File: config.mk
export PLATFORM = sky130hd
export DESIGN_NAME = vector_seq
export DESIGN_NICKNAME = d
export VERILOG_FILES = /design/src/rtl/vector_seq.sv
export SDC_FILE = /design/constraint.sdc
export NUM_CORES = 1
export LEC_CHECK = 0
export CAP_MARGIN = 40
export CORE_UTILIZATION = 45
export CTS_CLUSTER_SIZE = 16
export DETAILED_ROUTE_END_ITERATION = 6
export GPL_ROUTABILITY_DRIVEN = 0
export PLACE_DENSITY = 0.75
export SLEW_MARGIN = 25
export SYNTH_ARGS = -nofsm -noshare
export SYNTH_HDL_FRONTEND = slang
export SYNTH_SLANG_ARGS = --single-unit
File: constraint.sdc
create_clock -name clk -period 2.26 [get_ports clk]
set_input_delay 0.452 -clock clk [delete_from_list [all_inputs] [get_ports clk]]
set_output_delay 0.452 -clock clk [all_outputs]
set_load 0.05 [all_outputs]
File: src/rtl/vector_seq.sv
// Vector-image ROM sequencer: walks an object's {x, y, line, pos} entries and presents offset
// points over valid/ready. Optional point watchdog enabled by defining VECTOR_SEQ_WATCHDOG_EN.
module vector_seq #(
  parameter int unsigned ADDRESSWIDTH = 16,
  parameter int unsigned DATAWIDTH    = 18,
  parameter int unsigned MAX_POINTS   = 256
) (
  input  logic                    clk,
  input  logic                    rst,
  input  logic                    start,
  input  logic [ADDRESSWIDTH-1:0] start_addr,
  input  logic                    loop,
  input  logic                    stop,
  input  logic [7:0]              x_off,
  input  logic [7:0]              y_off,
  output logic [ADDRESSWIDTH-1:0] rom_addr,
  input  logic [DATAWIDTH-1:0]    rom_data,
  output logic                    pt_valid,
  input  logic                    pt_ready,
  output logic [7:0]              pt_x,
  output logic [7:0]              pt_y,
  output logic                    pt_draw,
  output logic                    pt_last,
  output logic                    busy,
  output logic                    done,
  output logic                    err
);

  localparam logic [1:0] IDLE    = 2'd0;
  localparam logic [1:0] FETCH   = 2'd1;
  localparam logic [1:0] PRESENT = 2'd2;
  localparam logic [1:0] DONE    = 2'd3;

  logic [1:0]              state_q, state_d;
  logic [ADDRESSWIDTH-1:0] ptr_q, ptr_d;
  logic [ADDRESSWIDTH-1:0] base_q, base_d;
  logic                    loop_q, loop_d;
  logic [7:0]              xoff_q, xoff_d;
  logic [7:0]              yoff_q, yoff_d;
  logic [7:0]              px_q, px_d;
  logic [7:0]              py_q, py_d;
  logic                    pdraw_q, pdraw_d;
  logic                    plast_q, plast_d;
  logic                    err_q, err_d;

  logic hs;
  logic job_start;
  logic pass_restart;
  logic wd_abort;

  assign hs           = (state_q == PRESENT) && pt_ready;
  assign job_start    = (state_q == IDLE) && start;
  assign pass_restart = hs && plast_q && loop_q && !stop;

`ifdef VECTOR_SEQ_WATCHDOG_EN
  localparam int unsigned CntW = $clog2(MAX_POINTS + 1);

  logic [CntW-1:0] cnt_q, cnt_d;

  always_comb begin
    cnt_d = cnt_q;
    if (job_start || pass_restart) begin
      cnt_d = '0;
    end else if (hs) begin
      cnt_d = cnt_q + CntW'(1);
    end
  end

  always_ff @(posedge clk or posedge rst) begin
    if (rst) begin
      cnt_q <= '0;
    end else begin
      cnt_q <= cnt_d;
    end
  end

  // Abort on the handshake that would be point number MAX_POINTS without an end marker.
  assign wd_abort = hs && !plast_q && (cnt_q == CntW'(MAX_POINTS - 1));
`else
  logic unused_max_points;
  assign unused_max_points = (MAX_POINTS == 0);
  assign wd_abort          = 1'b0;
`endif

  always_comb begin
    state_d = state_q;
    ptr_d   = ptr_q;
    base_d  = base_q;
    loop_d  = loop_q;
    xoff_d  = xoff_q;
    yoff_d  = yoff_q;
    px_d    = px_q;
    py_d    = py_q;
    pdraw_d = pdraw_q;
    plast_d = plast_q;
    err_d   = err_q;

    case (state_q)
      IDLE: begin
        if (start) begin
          base_d  = start_addr;
          ptr_d   = start_addr;
          loop_d  = loop;
          xoff_d  = x_off;
          yoff_d  = y_off;
          err_d   = 1'b0;
          state_d = FETCH;
        end
      end
      FETCH: begin
        px_d    = rom_data[DATAWIDTH-1 -: 8] + xoff_q;
        py_d    = rom_data[DATAWIDTH-9 -: 8] + yoff_q;
        pdraw_d = rom_data[1] & ~rom_data[0];
        plast_d = rom_data[1] & rom_data[0];
        state_d = PRESENT;
      end
      PRESENT: begin
        if (pt_ready) begin
          if (!plast_q) begin
            if (wd_abort) begin
              err_d   = 1'b1;
              loop_d  = 1'b0;
              state_d = DONE;
            end else begin
              ptr_d   = ptr_q + ADDRESSWIDTH'(1);
              state_d = FETCH;
            end
          end else if (pass_restart) begin
            ptr_d   = base_q;
            xoff_d  = x_off;
            yoff_d  = y_off;
            state_d = FETCH;
          end else begin
            state_d = DONE;
          end
        end
      end
      default: begin
        loop_d  = 1'b0;
        state_d = IDLE;
      end
    endcase

    // stop cancels looping for the rest of the job but lets the current pass finish.
    if (stop && (state_q != IDLE)) begin
      loop_d = 1'b0;
    end
  end

  always_ff @(posedge clk or posedge rst) begin
    if (rst) begin
      state_q <= IDLE;
      ptr_q   <= '0;
      base_q  <= '0;
      loop_q  <= 1'b0;
      xoff_q  <= '0;
      yoff_q  <= '0;
      px_q    <= '0;
      py_q    <= '0;
      pdraw_q <= 1'b0;
      plast_q <= 1'b0;
      err_q   <= 1'b0;
    end else begin
      state_q <= state_d;
      ptr_q   <= ptr_d;
      base_q  <= base_d;
      loop_q  <= loop_d;
      xoff_q  <= xoff_d;
      yoff_q  <= yoff_d;
      px_q    <= px_d;
      py_q    <= py_d;
      pdraw_q <= pdraw_d;
      plast_q <= plast_d;
      err_q   <= err_d;
    end
  end

  assign rom_addr = ptr_q;
  assign pt_valid = (state_q == PRESENT);
  assign pt_x     = px_q;
  assign pt_y     = py_q;
  assign pt_draw  = pdraw_q;
  assign pt_last  = plast_q;
  assign busy     = (state_q != IDLE);
  assign done     = (state_q == DONE);
  assign err      = err_q;

endmodule

# Yosys cells after proc, flatten, opt, wreduce, memory -nomap -nowiden
# Index checks and enable logic that the tools add are counted.
[word_totals]
register_bits = 69
latch_bits = 0
ramBits = 0
romBits = 0
input_bits = 56
out_inout_bits = 38
elab_cells = 64
memories = 0
[op_classes]
n_addsub = 3
mul = 0
div = 0
n_lt_le_gt_ge = 0
n_eq_ne = 10
n_shift = 0
mux = 23
bitwise_logic = 3
reduce_logical = 15
[op_table]
columns = ["operator", "count"]
rows = [
  ["two-way mux 16 bit", 4],
  ["two-way mux 8 bit", 8],
  ["case mux 16 bit (2 select lines)", 1],
  ["case mux 8 bit (2 select lines)", 2],
  ["adder 16 x 1 -> 16 bit (second input constant)", 1],
  ["adder 8 bit", 2],
  ["two-way mux 2 bit", 4],
  ["!= test 2 x 1 -> 1 bit (second input constant)", 4],
  ["!= test 3 x 2 -> 1 bit (second input constant)", 2],
  ["case mux 2 bit (3 select lines)", 1],
  ["AND reduction 2 bit", 3],
  ["logical AND 1 bit", 5],
  ["AND reduction 5 bit", 1],
  ["== test 2 bit (second input constant)", 2],
  ["AND reduction 4 bit", 1],
  ["nonzero test 2 bit", 2],
  ["bitwise AND 1 bit", 2],
  ["== test 2 x 1 -> 1 bit (second input constant)", 1],
  ["zero test 2 bit", 1],
  ["two-way mux 1 bit", 2],
  ["!= test 2 bit (second input constant)", 1],
  ["case mux 1 bit (2 select lines)", 1],
  ["OR reduction 2 bit", 1],
  ["zero test 1 bit", 1],
  ["NOT 1 bit", 1],
]

# Depth between registers and ports, before layout
[depth]
ltp_word = 9
ltp_mapped = 8
ltp_nobuf = 7

# Worst setup path after synthesis
# OpenSTA, ideal clock, no wires.
[synth_path]
path_kind = "register to register"
start = "reg state_q[0]"
end = "reg xoff_q[3]"
setup_time_ns = 0.125
arrival_ns = 2.242
required_ns = 2.135
setup_slack_ns = -0.107
path_stages_with_launch = 8
n_path_buf = 1
synth_period_minus_slack_ns = 2.367
path_cell_list = "dfrtp_1 -> inv_1 -> ha_1 -> or2_2 -> o211ai_1 -> nor2_2 -> buf_4 -> mux2_2"
[synth_via]
elab_chain_cells = 7
word_cells_on_any_way = 13
cone_classes = "5 x eq/ne; 1 x mux; 7 x reduce/logical"
[synth_rtl]
columns = ["element", "line", "source"]
rows = [
  ["start, declared", "34", "logic [1:0] state_q, state_d;"],
  ["start signal, assigned", "164", "state_q <= state_d;"],
  ["== test 2 bit (*)", "n/a", ""],
  ["named net pt_valid", "18", "output logic pt_valid,"],
  ["logical AND 1 bit", "51", "assign hs = (state_q == PRESENT) && pt_ready;"],
  ["logical AND 1 bit (3 in a row)", "53", "assign pass_restart = hs && plast_q && loop_q && !stop;"],
  ["!= test 2 x 1 -> 1 bit (no source line)", "n/a", ""],
  ["AND reduction 5 bit (no source line)", "n/a", ""],
  ["end signal, assigned", "168", "xoff_q <= xoff_d;"],
  ["end, declared", "38", "logic [7:0] xoff_q, xoff_d;"],
]
# Mark *: on every way through the listed nets, which the timed path passes. The rest lies on a longest branch.
# A chain may end at the register's enable or synchronous reset.

# Worst setup path after layout
[layout_path]
start = "in rom_data[10]"
end = "reg px_q[6] (netlist: pt_x[6])"
[layout_via]
elab_chain_cells = 1
[layout_rtl]
columns = ["element", "line", "source"]
rows = [
  ["start, declared", "17", "input logic [DATAWIDTH-1:0] rom_data,"],
  ["adder 8 bit", "111", "px_d = rom_data[DATAWIDTH-1 -: 8] + xoff_q;"],
  ["end signal, assigned", "170", "px_q <= px_d;"],
  ["end, declared", "40", "logic [7:0] px_q, px_d;"],
]
# Every way passes these cells.

==> metrics.cfg <==
[synthesis]
syn-num-nets = 444
synth_top_area_frac = 0.450
async_reset_ff_frac = 1.00
synth_ff_type = dfrtp_1
muxShareOfSynthArea = 0.142
synth_top_family_by_area = multiplexers
ys_ff_latch = 69
netlist_area_um2 = 3840
synthXorXnorAreaFrac = 0.0456
synthTopCellsByArea = dfrtp_1 45%, mux2_2 13%, ha_1 6.5%, nand2_1 3.1%, o21ai_0 3.0%
synth_fa_ha_area_frac = 0.0756
synth.distinct_cells = 50
yosys_warnings = 0
synthSimpleGateAreaFrac = 0.132
seq_area_frac_synth = 0.450
synthCells = 366
synth_compound_area_frac = 0.123
synth_edf_count = 0
yosysTopAreaCell = dfrtp_1
postSynthAreaPerCell_um2 = 10.5

[grt]
grt_pass1_wl_mm = 14.7
antenna_found_initial = 0
grt_overflow = 0
grt_max_degree = 70
grt_usage = 0.214
grt_pass1_vias = 3067

[worst_setup_path]
crit_chain = clkdlybuf4s50_1 -> ha_1 -> fa_2 -> a21o_1 -> a21o_1 -> a21oi_2 -> nor3_1 -> or3_1
crit_path_end_kind = flip-flop
critPathArrivalTime_ps = 2360
r2r_end = rom_addr[5]
startpoint = rom_data[10]
max_stage_delay_ps = 410
path_depth = 8
cp_slowest_cell = clkdlybuf4s50_1
path_buf_inv = 1
start_kind = primary input
r2r_start = state_q[0]
cp-endpoint = pt_x[6]
cp_max_fo = 2
critPathKind = primary input to flip-flop
critPathTopFamily = adder cells
reg2reg_slack_ps = 250
crit_top_cell = a21o_1
reg2reg_depth = 8
worst_ep_required_time_ps = 2480

[sta]
finalCriticalPeriod_ps = 2140
setup_viol_count_final = 0
relSlewSlack = 0.643
finalSetupTns_ps = 0
drv_slew = 0
tightest_slew_ps = 533
hold_viol_final = 0
fin_hold_ws_ps = 492
maxClockFrequency_mhz = 467
skew_ps = 13.1
setup_ws_ps = 118
post-route-period-util = 0.948
rsz0062_at_grt = false

[floorplan]
dieArea_um2 = 8910
core_um2 = 8260
io-pin-count = 94
die_w_um = 94.4
die_h_um = 94.4
start_util = 0.465
row_count = 33

[place]
placed_area_um2 = 5040
dpl_worst_slack_ps = -313
io_buffers = 92
placed_cells = 570
hpwl_mm = 6.19

[drt]
routedWlPerCell_um = 15.1
route.vias.total = 3156
drc = 0
first_iter_violations = 84
detail-route-antenna-nets = 0
via_per_inst = 5.39
routed_wl_mm = 8.88
dr.pass1.iters = 4

[final_layout]
seqCellArea_um2 = 1730
n_fill_cell = 637
multi_input_area_um2 = 2000
synthToLayoutAreaGrowth_pct = 38.2
final_nets = 554
antenna_cells = 0
fin_util = 0.643
drive_above_1_share = 0.198
final_area_um2 = 5310
final_cells = 586

[run_status]
outcome = finished, final reports clean

[run]
cap_violations = 0

[pwr]
vdd_drop_max_v = 0.000730
powerDensity_nw_per_um2 = 1670
total_power_mw = 8.88
p_leak_nw = 2.23

[clock_tree]
clkSinkCount = 69
cts-root-buf = clkbuf_8
clkTransAtPathRegs_ps = 80
clk_path_buf_depth = 2
cts_tree = yes
h-tree-depth = 3
cts_made_buffers = 9
holdBufCountCts = 0
clkLatencyLatePin_ps = 340

[hold_path]
hold_path_class = primary input to asynchronous set/reset pin

[cell usage in the layout (no fill, tap or decap), drive strengths merged, types with 2 or more instances in the layout]
cell type      count
mux2              43
nor2b              3
a21o               4
or2                2
o211ai            12
clkbuf            13
buf               24
o221ai             2
nand2b             9
a31oi              4
or3                6
dfrtp             69
a21oi             17
o2111ai            2
fa                 2
mux2i              6
a22o               2
nor2              21
bufinv             3
ha                20
nor3               5
inv               13
nand4              3
nand2             32
xnor2             10
xor2              10
o21ai             23
nand3             17
o41ai              2
clkdlybuf4s50     88
[Yosys cell counts (2+ instances only)]
| master | n |
|---|---|
| nand2b_1 | 9 |
| o211ai_1 | 11 |
| a21oi_1 | 16 |
| buf_4 | 3 |
| nor3_1 | 5 |
| xnor2_1 | 10 |
| or3_1 | 5 |
| nand2_1 | 32 |
| dfrtp_1 | 69 |
| clkbuf_1 | 6 |
| buf_2 | 4 |
| mux2_2 | 43 |
| a31oi_1 | 4 |
| o21ai_0 | 23 |
| o221ai_1 | 2 |
| nor2b_1 | 3 |
| inv_1 | 12 |
| nand3_1 | 16 |
| o2111ai_1 | 2 |
| a21o_1 | 4 |
| fa_1 | 2 |
| nor2_1 | 20 |
| o41ai_1 | 2 |
| nand4_1 | 3 |
| mux2i_1 | 6 |
| a22o_1 | 2 |
| ha_1 | 20 |
| xor2_1 | 10 |
[registers in the layout, summed over array words and instances (netlist names)]
name,count
yoff_q,8
pt_y,8
pt_last,1
loop_q,1
pt_x,8
pt_draw,1
rom_addr,16
xoff_q,8
state_q,2
base_q,16
[kinds of logic after synthesis]
| kind of cell | Yosys count |
|---|---|
| AND/OR/NAND/NOR | 103 |
| AO/OA/AOI/OAI | 74 |
| flip-flops | 69 |
| multiplexers | 49 |
| buffers and inverters | 28 |
| adder cells (fa/ha/maj) | 22 |
| XOR/XNOR | 20 |
| other | 1 |
[worst min path at each step]
stage,slack [ps],to,startpoint,cells past startpoint
2_1_floorplan,450,base_q[9],base_q[9],2
3_3_place_gp,470,base_q[9],base_q[9],2
3_5_place_dp,480,base_q[9],base_q[9],2
4_1_cts,500,base_q[9],base_q[9],2
5_1_grt,520,base_q[9],base_q[9],2
6_report,490,yoff_q[7],rst,3
[worst reg2reg max path: stages (launching register included)]
cell       delay [ps]
dfrtp_1           440
inv_1             130
ha_2              240
buf_4             310
nand3_1           170
nor2b_1           190
buf_4             200
o2111ai_1          80
o211ai_1          120
[repair_timing]
| action | 4_1_cts | 5_1_grt |
|---|---|---|
| buffers inserted | 0 | 0 |
| endpoints found under the hold margin | 0 | 0 |
| resized for setup | 0 | 3 |
| setup endpoints to repair | 0 | 2 |
[layout make-up]
type                       count  share of cell area
clock buffer                  13              0.0318
clock inverter                 3              0.0170
inverter                      14             0.00990
multi-input combinational    269               0.377
sequential                    69               0.325
tap                          105              0.0248
timing repair buffer         113               0.214
[layer usage]
layer / part of all wire / global-route usage / wire length (um) / up-vias
met1: 0.45 / 0.281 / 4020 / 1527
li1: - / - / - / 1529
met5: 0 / 0 / 0 / -
met3: 0.040 / 0.0483 / 354 / 8
met4: 0.013 / 0.0654 / 111 / 0
met2: 0.49 / 0.352 / 4390 / 92
[where the power goes]
part | switching, mW | internal [mW]
combinational | 2.91 | 2.30
clock | 0.462 | 0.825
sequential | 0.492 | 1.89
total | 3.87 | 5.02
(Power assumes the default switching activity.)
